<file path="src/rtl/aes_stream_loader.sv">
`default_nettype none
// ============================================================================
// Module   : aes_stream_loader
// Brief    : Byte-stream command front end that loads keys and plaintext
//            blocks into the AES core and supervises its handshakes.
// Revision : 1.0
// ============================================================================

module aes_stream_loader #(
    parameter int TIMEOUT = 1023
) (
    input  logic         clk,
    input  logic         rst_n,
    input  logic [7:0]   s_data,
    input  logic         s_valid,
    output logic         s_ready,
    output logic [255:0] key_in,
    output logic [1:0]   keylen,
    output logic         init,
    output logic [127:0] init_plain,
    output logic         next,
    input  logic         key_ready,
    input  logic         cipher_ready,
    input  logic         error,
    output logic         key_loaded,
    output logic         busy,
    output logic         frame_err,
    output logic         timeout_err
);

    localparam int CW = $clog2(TIMEOUT + 1);

    localparam logic [CW-1:0] c_tmo_last   = CW'(TIMEOUT - 1);
    localparam logic [7:0]    c_cmd_key    = 8'h4B;
    localparam logic [7:0]    c_cmd_plain  = 8'h50;
    localparam logic [4:0]    c_plain_last = 5'd15;

    typedef enum logic [2:0] {
        S_CMD   = 3'd0,
        S_KLEN  = 3'd1,
        S_KEY   = 3'd2,
        S_KWAIT = 3'd3,
        S_PLAIN = 3'd4,
        S_PWAIT = 3'd5
    } state_t;

    state_t          r_state;
    logic [4:0]      r_byte_cnt;
    logic [4:0]      r_key_last;
    logic [CW-1:0]   r_tmo_cnt;
    logic            r_armed;

    logic            w_xfer;
    logic            w_tmo;
    logic [7:0]      w_shift;
    logic [255:0]    w_key_mask;
    logic [255:0]    w_key_byte;
    logic [127:0]    w_plain_mask;
    logic [127:0]    w_plain_byte;

    assign s_ready = (r_state == S_CMD) || (r_state == S_KLEN) ||
                     (r_state == S_KEY) || (r_state == S_PLAIN);
    assign busy    = (r_state != S_CMD);
    assign w_xfer  = s_valid && s_ready;
    assign w_tmo   = (r_tmo_cnt == c_tmo_last);

    // Byte k lands MSB-first, so it is shifted down by 8k from the top lane.
    assign w_shift      = {r_byte_cnt, 3'b000};
    assign w_key_mask   = {8'hFF, 248'b0} >> w_shift;
    assign w_key_byte   = {s_data, 248'b0} >> w_shift;
    assign w_plain_mask = {8'hFF, 120'b0} >> w_shift;
    assign w_plain_byte = {s_data, 120'b0} >> w_shift;

    always_ff @(posedge clk or negedge rst_n) begin
        if (!rst_n) begin
            r_state     <= S_CMD;
            r_byte_cnt  <= 5'd0;
            r_key_last  <= 5'd0;
            r_tmo_cnt   <= '0;
            r_armed     <= 1'b0;
            key_in      <= 256'd0;
            keylen      <= 2'd0;
            init_plain  <= 128'd0;
            init        <= 1'b0;
            next        <= 1'b0;
            key_loaded  <= 1'b0;
            frame_err   <= 1'b0;
            timeout_err <= 1'b0;
        end else begin
            init        <= 1'b0;
            next        <= 1'b0;
            frame_err   <= 1'b0;
            timeout_err <= 1'b0;

            case (r_state)
                S_CMD: begin
                    if (w_xfer) begin
                        if (s_data == c_cmd_key) begin
                            key_loaded <= 1'b0;
                            r_state    <= S_KLEN;
                        end else if ((s_data == c_cmd_plain) && key_loaded) begin
                            r_byte_cnt <= 5'd0;
                            r_state    <= S_PLAIN;
                        end else begin
                            frame_err <= 1'b1;
                        end
                    end
                end

                S_KLEN: begin
                    if (w_xfer) begin
                        if (s_data[1:0] == 2'b11) begin
                            frame_err <= 1'b1;
                            r_state   <= S_CMD;
                        end else begin
                            keylen     <= s_data[1:0];
                            key_in     <= 256'd0;
                            r_byte_cnt <= 5'd0;
                            case (s_data[1:0])
                                2'b00:   r_key_last <= 5'd15;
                                2'b01:   r_key_last <= 5'd23;
                                default: r_key_last <= 5'd31;
                            endcase
                            r_state    <= S_KEY;
                        end
                    end
                end

                S_KEY: begin
                    if (w_xfer) begin
                        key_in     <= (key_in & ~w_key_mask) | w_key_byte;
                        r_byte_cnt <= r_byte_cnt + 5'd1;
                        if (r_byte_cnt == r_key_last) begin
                            init      <= 1'b1;
                            r_tmo_cnt <= '0;
                            r_armed   <= 1'b0;
                            r_state   <= S_KWAIT;
                        end
                    end
                end

                // Priority: core error, then completion, then timeout.
                S_KWAIT: begin
                    r_tmo_cnt <= r_tmo_cnt + 1'b1;
                    if (error) begin
                        frame_err <= 1'b1;
                        r_state   <= S_CMD;
                    end else if (r_armed && key_ready) begin
                        key_loaded <= 1'b1;
                        r_state    <= S_CMD;
                    end else if (w_tmo) begin
                        timeout_err <= 1'b1;
                        r_state     <= S_CMD;
                    end else if (!key_ready) begin
                        r_armed <= 1'b1;
                    end
                end

                S_PLAIN: begin
                    if (w_xfer) begin
                        init_plain <= (init_plain & ~w_plain_mask) | w_plain_byte;
                        r_byte_cnt <= r_byte_cnt + 5'd1;
                        if (r_byte_cnt == c_plain_last) begin
                            next      <= 1'b1;
                            r_tmo_cnt <= '0;
                            r_armed   <= 1'b0;
                            r_state   <= S_PWAIT;
                        end
                    end
                end

                S_PWAIT: begin
                    r_tmo_cnt <= r_tmo_cnt + 1'b1;
                    if (r_armed && cipher_ready) begin
                        r_state <= S_CMD;
                    end else if (w_tmo) begin
                        timeout_err <= 1'b1;
                        r_state     <= S_CMD;
                    end else if (!cipher_ready) begin
                        r_armed <= 1'b1;
                    end
                end

                default: begin
                    r_state <= S_CMD;
                end
            endcase
        end
    end

endmodule

`default_nettype wire

</file>
<file path="config.mk">
export PLATFORM = sky130hd
export DESIGN_NAME = aes_stream_loader
export DESIGN_NICKNAME = d
export VERILOG_FILES = /design/src/rtl/aes_stream_loader.sv
export SDC_FILE = /design/constraint.sdc
export NUM_CORES = 1
export LEC_CHECK = 0
export ABC_AREA = 1
export CAP_MARGIN = 20
export CORE_ASPECT_RATIO = 1.5
export CORE_MARGIN = 5
export CORE_UTILIZATION = 28
export CTS_CLUSTER_DIAMETER = 120
export DETAILED_ROUTE_END_ITERATION = 16
export PLACE_DENSITY = 0.5
export SLEW_MARGIN = 20
export SYNTH_ARGS = -nofsm -noshare
export SYNTH_HDL_FRONTEND = slang
export SYNTH_SLANG_ARGS = --single-unit
</file>
<file path="constraint.sdc">
create_clock -name clk -period 4.3 [get_ports clk]
set_input_delay 0.86 -clock clk [delete_from_list [all_inputs] [get_ports clk]]
set_output_delay 0.86 -clock clk [all_outputs]
set_load 0.01 [all_outputs]
</file>
==> results.json, run 1 <==
{
  "drt_first_pass_iters": 5,
  "grt_overflow": 0,
  "coreArea_mm2": 0.0668,
  "antenna_found_initial": 0,
  "start_util_pct": 28.2,
  "ff2ff_setup_slack_ps": 1370,
  "ctsHoldBuffers": 0,
  "first_iter_violations": 1326,
  "pwr-share-clk_pct": 23.4,
  "cts_tree": "done",
  "netSwitchingPower_mw": 6.20,
  "cts_root_buf": "clkbuf_16",
  "r2r_cells": 5,
  "via_count": 16000,
  "h-tree-depth": 2,
  "fin_nets": 2409,
  "crit_slowest_cell": "clkdlybuf4s50_1",
  "syn_area_per_cell_um2": 9.29,
  "timing.rr.end": "key_in[190]$_DFFE_PN0P_",
  "grt_start_max_net_pins": 112,
  "worstHoldPathType": "input port to async pin",
  "final_cell_mix": "411 x dfrtp_1, 405 x clkdlybuf4s50_1, 311 x inv_1",
  "worstPathRequired_ps": 3440,
  "max_stage_delay_ps": 490,
  "cts_resized": 0,
  "clock_latency_ps": 600,
  "register_area_mm2": 0.0103,
  "grt_pass1_wl_um": 111000,
  "yosysWarnings": 0,
  "slew_viol_final": 0,
  "final_common_cell": "dfrtp_1",
  "wl_per_cell_um": 22.6,
  "cellPowerDensity_mw_per_mm2": 660,
  "die_h_um": 328,
  "status": "completed",
  "grt_pass1_vias": 16400,
  "ys_seq_area_share_pct": 54.9,
  "crit_path_max_fanout": 7,
  "detailed_place_hpwl_um": 55300,
  "hold_violations": 0,
  "die_area_mm2": 0.0726,
  "rsz0062_at_grt": "no",
  "numCtsBuffers": 44,
  "syn_to_final_growth_pct": 33.3,
  "synth_nets": 2050,
  "diodes": 0,
  "cts_buffer_depth": 3,
  "clkSinkCount": 413,
  "post_synth_inst_count": 2027,
  "endpoint_kind": "output port",
  "synth_area_mm2": 0.0188,
  "p_int_mw": 10.4,
  "timing.rr.start": "r_byte_cnt[1]$_DFFE_PN0P_",
  "postCtsSetupBuffers": 0,
  "fill_cells": 6794,
  "rows": 116,
  "gp_congestion": 0.896,
  "pwr-share-comb_pct": 39.6,
  "crit_chain": "inv_2 > nand2_1 > nor2_1 > inv_1 > clkdlybuf4s50_1",
  "slew_headroom_pct": 33.0,
  "worst_pin_slew_ps": 1010,
  "period_needed_ps": 3080,
  "pwr-share-seq_pct": 37.0,
  "fmax_mhz": 325,
  "switching_share_pct": 37.4,
  "drive_gt1_share_pct": 10.7,
  "path_clk_slew_ps": 60,
  "drt_wl_total_um": 74800,
  "crit_arrival_ps": 2220,
  "io_pins": 407,
  "setup_violations": 0,
  "grt_use_total_pct": 19.9,
  "critical_path_class": "flip-flop to output port",
  "critPathLaunch": "r_state[2]$_DFFE_PN0P_",
  "power.leakage_nw": 10.4,
  "ys_types": 38,
  "synth_seq_cells": 413,
  "whs_ps": 298,
  "maxCapViolCount": 0,
  "fin_setup_tns_ps": 0,
  "io_buffers": 406,
  "vias_per_cell": 4.85,
  "multiInputGateArea_mm2": 0.00660,
  "drc_errors": 0,
  "die-width_um": 222,
  "antenna_left": 0,
  "timing.final.crit_share_pct": 71.6,
  "vdd_drop_max_v": 0.000350,
  "cp-endpoint": "busy",
  "start_kind": "flip-flop",
  "skew_ps": 31.7
}
==> Yosys cell counts <==
cell | number | area share, %
inv_1 | 311 | 6.2
o22ai_1 | 153 | 5.1
buf_1 | 3 | 0.060
o31ai_1 | 3 | 0.12
nand2_2 | 4 | 0.13
nand3_4 | 2 | 0.19
a21oi_4 | 30 | 2.6
nand3_2 | 1 | 0.053
a21oi_1 | 5 | 0.13
nor2_1 | 142 | 2.8
o22ai_2 | 16 | 1.1
buf_2 | 33 | 0.88
clkbuf_1 | 52 | 1.0
buf_6 | 16 | 0.96
nand4_1 | 19 | 0.63
inv_4 | 1 | 0.033
o21ai_1 | 52 | 1.4
buf_8 | 4 | 0.32
nand3_1 | 168 | 4.5
dfrtp_1 | 413 | 55
nor3b_1 | 1 | 0.040
clkbuf_2 | 2 | 0.053
buf_4 | 10 | 0.40
nor3_1 | 5 | 0.13
or2_2 | 1 | 0.033
o21bai_1 | 1 | 0.040
o21ai_2 | 88 | 4.1
inv_2 | 10 | 0.20
nor2_8 | 3 | 0.32
nand3b_1 | 1 | 0.040
o21ai_0 | 221 | 5.9
o211ai_1 | 1 | 0.040
xor2_1 | 3 | 0.14
nand2_4 | 1 | 0.060
nand2_1 | 239 | 4.8
ha_1 | 9 | 0.60
nor2_2 | 1 | 0.033
a21oi_2 | 2 | 0.093
==> logic make-up (layout without fill, tap and decap cells) <==
logic type,Yosys count,count (layout),share of synthesized area [%]
xor+xnor,3,3,0.140
simple gates,588,588,13.7
fa+ha+maj,9,9,0.598
flops,413,413,54.9
buf+inv,442,833,10.1
compound gates,572,572,20.5
==> registers in the layout, summed over array words and instances (netlist names) <==
name	count
key_in	256
init_plain	128
r_tmo_cnt	10
r_byte_cnt	5
r_key_last	3
r_state	3
keylen	2
frame_err	1
init	1
key_loaded	1
next	1
r_armed	1
timeout_err	1
==> worst min-delay path by stage <==
stage | from | end | slack, ps | cells past startpoint
after floorplan | r_key_last[2]$_DFFE_PN0P_ | r_key_last[2]$_DFFE_PN0P_ | 430 | 2
after global placement | r_key_last[2]$_DFFE_PN0P_ | r_key_last[2]$_DFFE_PN0P_ | 450 | 2
after detailed placement | r_key_last[2]$_DFFE_PN0P_ | r_key_last[2]$_DFFE_PN0P_ | 450 | 2
after CTS | rst_n | r_key_last[3]$_DFFE_PN0P_ | 370 | 1
after global routing | rst_n | init_plain[70]$_DFFE_PN0P_ | 380 | 1
final | rst_n | init_plain[71]$_DFFE_PN0P_ | 300 | 1
==> per-layer routing <==
| layer | track usage (%) | vias to the layer above | wire, um |
|---|---|---|---|
| met1 | 24.2 | 7960 | 29900 |
| li1 | - | 7433 | - |
| met2 | 34.7 | 533 | 37400 |
| met4 | 7.16 | 0 | 2880 |
| met5 | 0 | - | 0 |
| met3 | 4.55 | 104 | 4620 |
==> critical path: cells and delay by family, from the launching register on <==
kind,cells,cell delay (ps)
and+or+nand+nor,2,470
DFF,1,450
buffers and inverters,3,720
==> per-stage QoR <==
step / area (um2) / std cells / worst slack [ps] / total power [mW] / utilization, %
floorplan: 18800 / 2027 / 2310 / 8.81 / -
global placement: 23600 / 3225 / 1020 / 12.7 / 35.4
detailed placement: 23600 / 3225 / 967 / 12.8 / 35.4
CTS: 25100 / 3303 / 1180 / 16.8 / 37.6
global route: 25100 / 3303 / 1120 / 17.5 / 37.6
finish: 25100 / 3303 / 1220 / 16.6 / 37.6
==> area by class of cell <==
cell class | count | share of cell area [%]
Inverter | 322 | 4.85
Multi-Input combinational cell | 1172 | 26.3
Sequential cell | 413 | 41.2
Timing Repair Buffer | 433 | 17.5
Clock inverter | 12 | 0.514
Clock buffer | 66 | 5.24
Tap cell | 885 | 4.41
==> power by group through the flow <==
stage	clock [mW]	sequential (mW)	combinational (mW)
detailed placement	0	6.18	6.62
floorplan	0	6.38	2.42
global route	4.13	6.26	7.10
global placement	0	6.18	6.56
finish	3.89	6.13	6.56
CTS	3.99	6.14	6.66
Note: power is estimated with default switching activity, not from simulation.
==> inputs of run 2 (changes only) <==
- clock period: 4.3 -> 2.95 ns (I/O delays scaled with it)
==> results.json, run 2 (synthesized netlist as in run 1, its figures left out) <==
{
  "dpl-instance-area_mm2": 0.0240,
  "ff2ff_setup_slack_ps": 360,
  "rows": 116,
  "drive_gt1_share_pct": 12.2,
  "maxCapViolCount": 0,
  "fill_cells": 6766,
  "drt_first_pass_iters": 6,
  "antenna_left": 0,
  "top_register": "key_in",
  "io_buffers": 406,
  "register_area_mm2": 0.0103,
  "grt_start_max_net_pins": 107,
  "final_common_cell": "dfrtp_1",
  "antenna_found_initial": 0,
  "crit_chain": "inv_2 > nand3_2 > inv_2 > nor2_1 > inv_1 > clkdlybuf4s50_1",
  "clkSinkCount": 413,
  "timing.final.crit_share_pct": 94.3,
  "postCtsSetupBuffers": 0,
  "cts_tree": "done",
  "via_count": 16300,
  "first_iter_violations": 1330,
  "multiInputGateArea_mm2": 0.00660,
  "wl_per_cell_um": 22.7,
  "grt_use_total_pct": 20.4,
  "status": "completed",
  "vdd_drop_max_v": 0.000404,
  "path_clk_slew_ps": 60,
  "detailed_place_hpwl_um": 56300,
  "crit_top_cell": "inv_2",
  "skew_ps": 20.7,
  "h-tree-depth": 2,
  "power.leakage_nw": 10.6,
  "largestRegisters": "key_in (256), init_plain (128), r_tmo_cnt (10)",
  "io_pins": 407,
  "fin_area_mm2": 0.0255,
  "period_needed_ps": 2780,
  "drc_errors": 0,
  "setup_violations": 0,
  "cts_buffer_depth": 3,
  "clock_latency_ps": 590,
  "largest_register_ffs": 256,
  "max_stage_delay_ps": 500,
  "die_h_um": 328,
  "gp_congestion": 0.890,
  "cellPowerDensity_mw_per_mm2": 960,
  "cts_root_buf": "clkbuf_16",
  "slew_viol_final": 0,
  "crit_path_max_fanout": 6,
  "syn_to_final_growth_pct": 35.3,
  "numCtsBuffers": 43,
  "worstPathRequired_ps": 2360,
  "ctsHoldBuffers": 0,
  "grt_overflow": 0,
  "fmax_mhz": 359,
  "drt_wl_total_um": 76000,
  "worstHoldPathType": "flip-flop to flip-flop",
  "critical_path_class": "flip-flop to output port",
  "endpoint_kind": "output port",
  "die_area_mm2": 0.0726,
  "crit_slowest_cell": "dfrtp_1",
  "worst_pin_slew_ps": 1040,
  "die-width_um": 222,
  "start_util_pct": 28.2,
  "cts_resized": 0,
  "hold_violations": 0,
  "slew_headroom_pct": 30.9,
  "crit_arrival_ps": 2190,
  "grt_pass1_vias": 16700,
  "fin_setup_tns_ps": 0,
  "vias_per_cell": 4.86,
  "rsz0062_at_grt": "no",
  "diodes": 0,
  "grt_pass1_wl_um": 114000,
  "coreArea_mm2": 0.0668,
  "start_kind": "flip-flop",
  "final_cell_mix": "411 x dfrtp_1, 405 x clkdlybuf4s50_1, 311 x inv_1",
  "fin_nets": 2454
}
-- run 2: changes by cell type in the layout (fill, tap and decap cells not counted) --
| cell | before | now |
|---|---|---|
| inv_8 | 1 | 0 |
| clkbuf_1 | 10 | 9 |
| clkbuf_16 | 45 | 43 |
| clkbuf_8 | 11 | 8 |
| clkinvlp_4 | 2 | 1 |
| dlygate4sd3_1 | 0 | 1 |
| clkinv_4 | 0 | 1 |
| buf_4 | 18 | 59 |
| clkinv_2 | 5 | 6 |
| bufinv_16 | 2 | 5 |
| buf_12 | 9 | 13 |
-- run 2: worst paths after layout --
check | start | to | depth (start not counted)
max | r_state[1]$_DFFE_PN0P_ | s_ready | 6
min | r_key_last[2]$_DFFE_PN0P_ | r_key_last[2]$_DFFE_PN0P_ | 2
max reg2reg | r_byte_cnt[3]$_DFFE_PN0P_ | key_in[219]$_DFFE_PN0P_ | 6
min reg2reg | r_key_last[2]$_DFFE_PN0P_ | r_key_last[2]$_DFFE_PN0P_ | 2
max in group asynchronous | rst_n | key_in[32]$_DFFE_PN0P_ | 3
min in group asynchronous | rst_n | init_plain[71]$_DFFE_PN0P_ | 2
-- run 2: worst max-delay path: cells and delay by family, from the launching register on --
kind	cells	cell delay (ps)
and+or+nand+nor	2	360
buffers and inverters	4	750
DFF	1	500
-- run 2: metrics by stage --
step	instances	total power, mW	setup WS (ps)	hold WS, ps	util, %
after global placement	3270	18.8	88.3	453	36.0
after global routing	3346	25.8	61.4	490	38.2
after floorplan	2027	12.8	960	294	-
final	3346	24.5	167	466	38.2
after detailed placement	3270	18.9	80.5	453	36.0
after CTS	3345	24.8	147	15.5	38.1
-- run 2: layer usage --
| layer | wire, um | GRT usage (%) | up-vias |
|---|---|---|---|
| met5 | 0 | 0 | - |
| met4 | 3020 | 7.57 | 0 |
| met3 | 4560 | 4.01 | 112 |
| met2 | 37600 | 35.0 | 627 |
| met1 | 30800 | 25.6 | 7998 |
| li1 | - | - | 7520 |
-- run 2: where the power goes --
| group | leakage (nW) | total [mW] | internal [mW] | switching [mW] |
|---|---|---|---|---|
| Sequential | 5.53 | 8.85 | 7.47 | 1.38 |
| Combinational | 4.42 | 9.90 | 4.57 | 5.32 |
| Clock | 0.705 | 5.72 | 3.32 | 2.40 |
-- run 2: final cells by class --
type	instances	share of cell area, %
flip-flops and latches	413	40.6
multi-input cells	1172	25.9
repair buffers	479	18.8
clock buffers	60	4.79
inverters	322	4.77
well taps	885	4.35
clock inverters	15	0.840
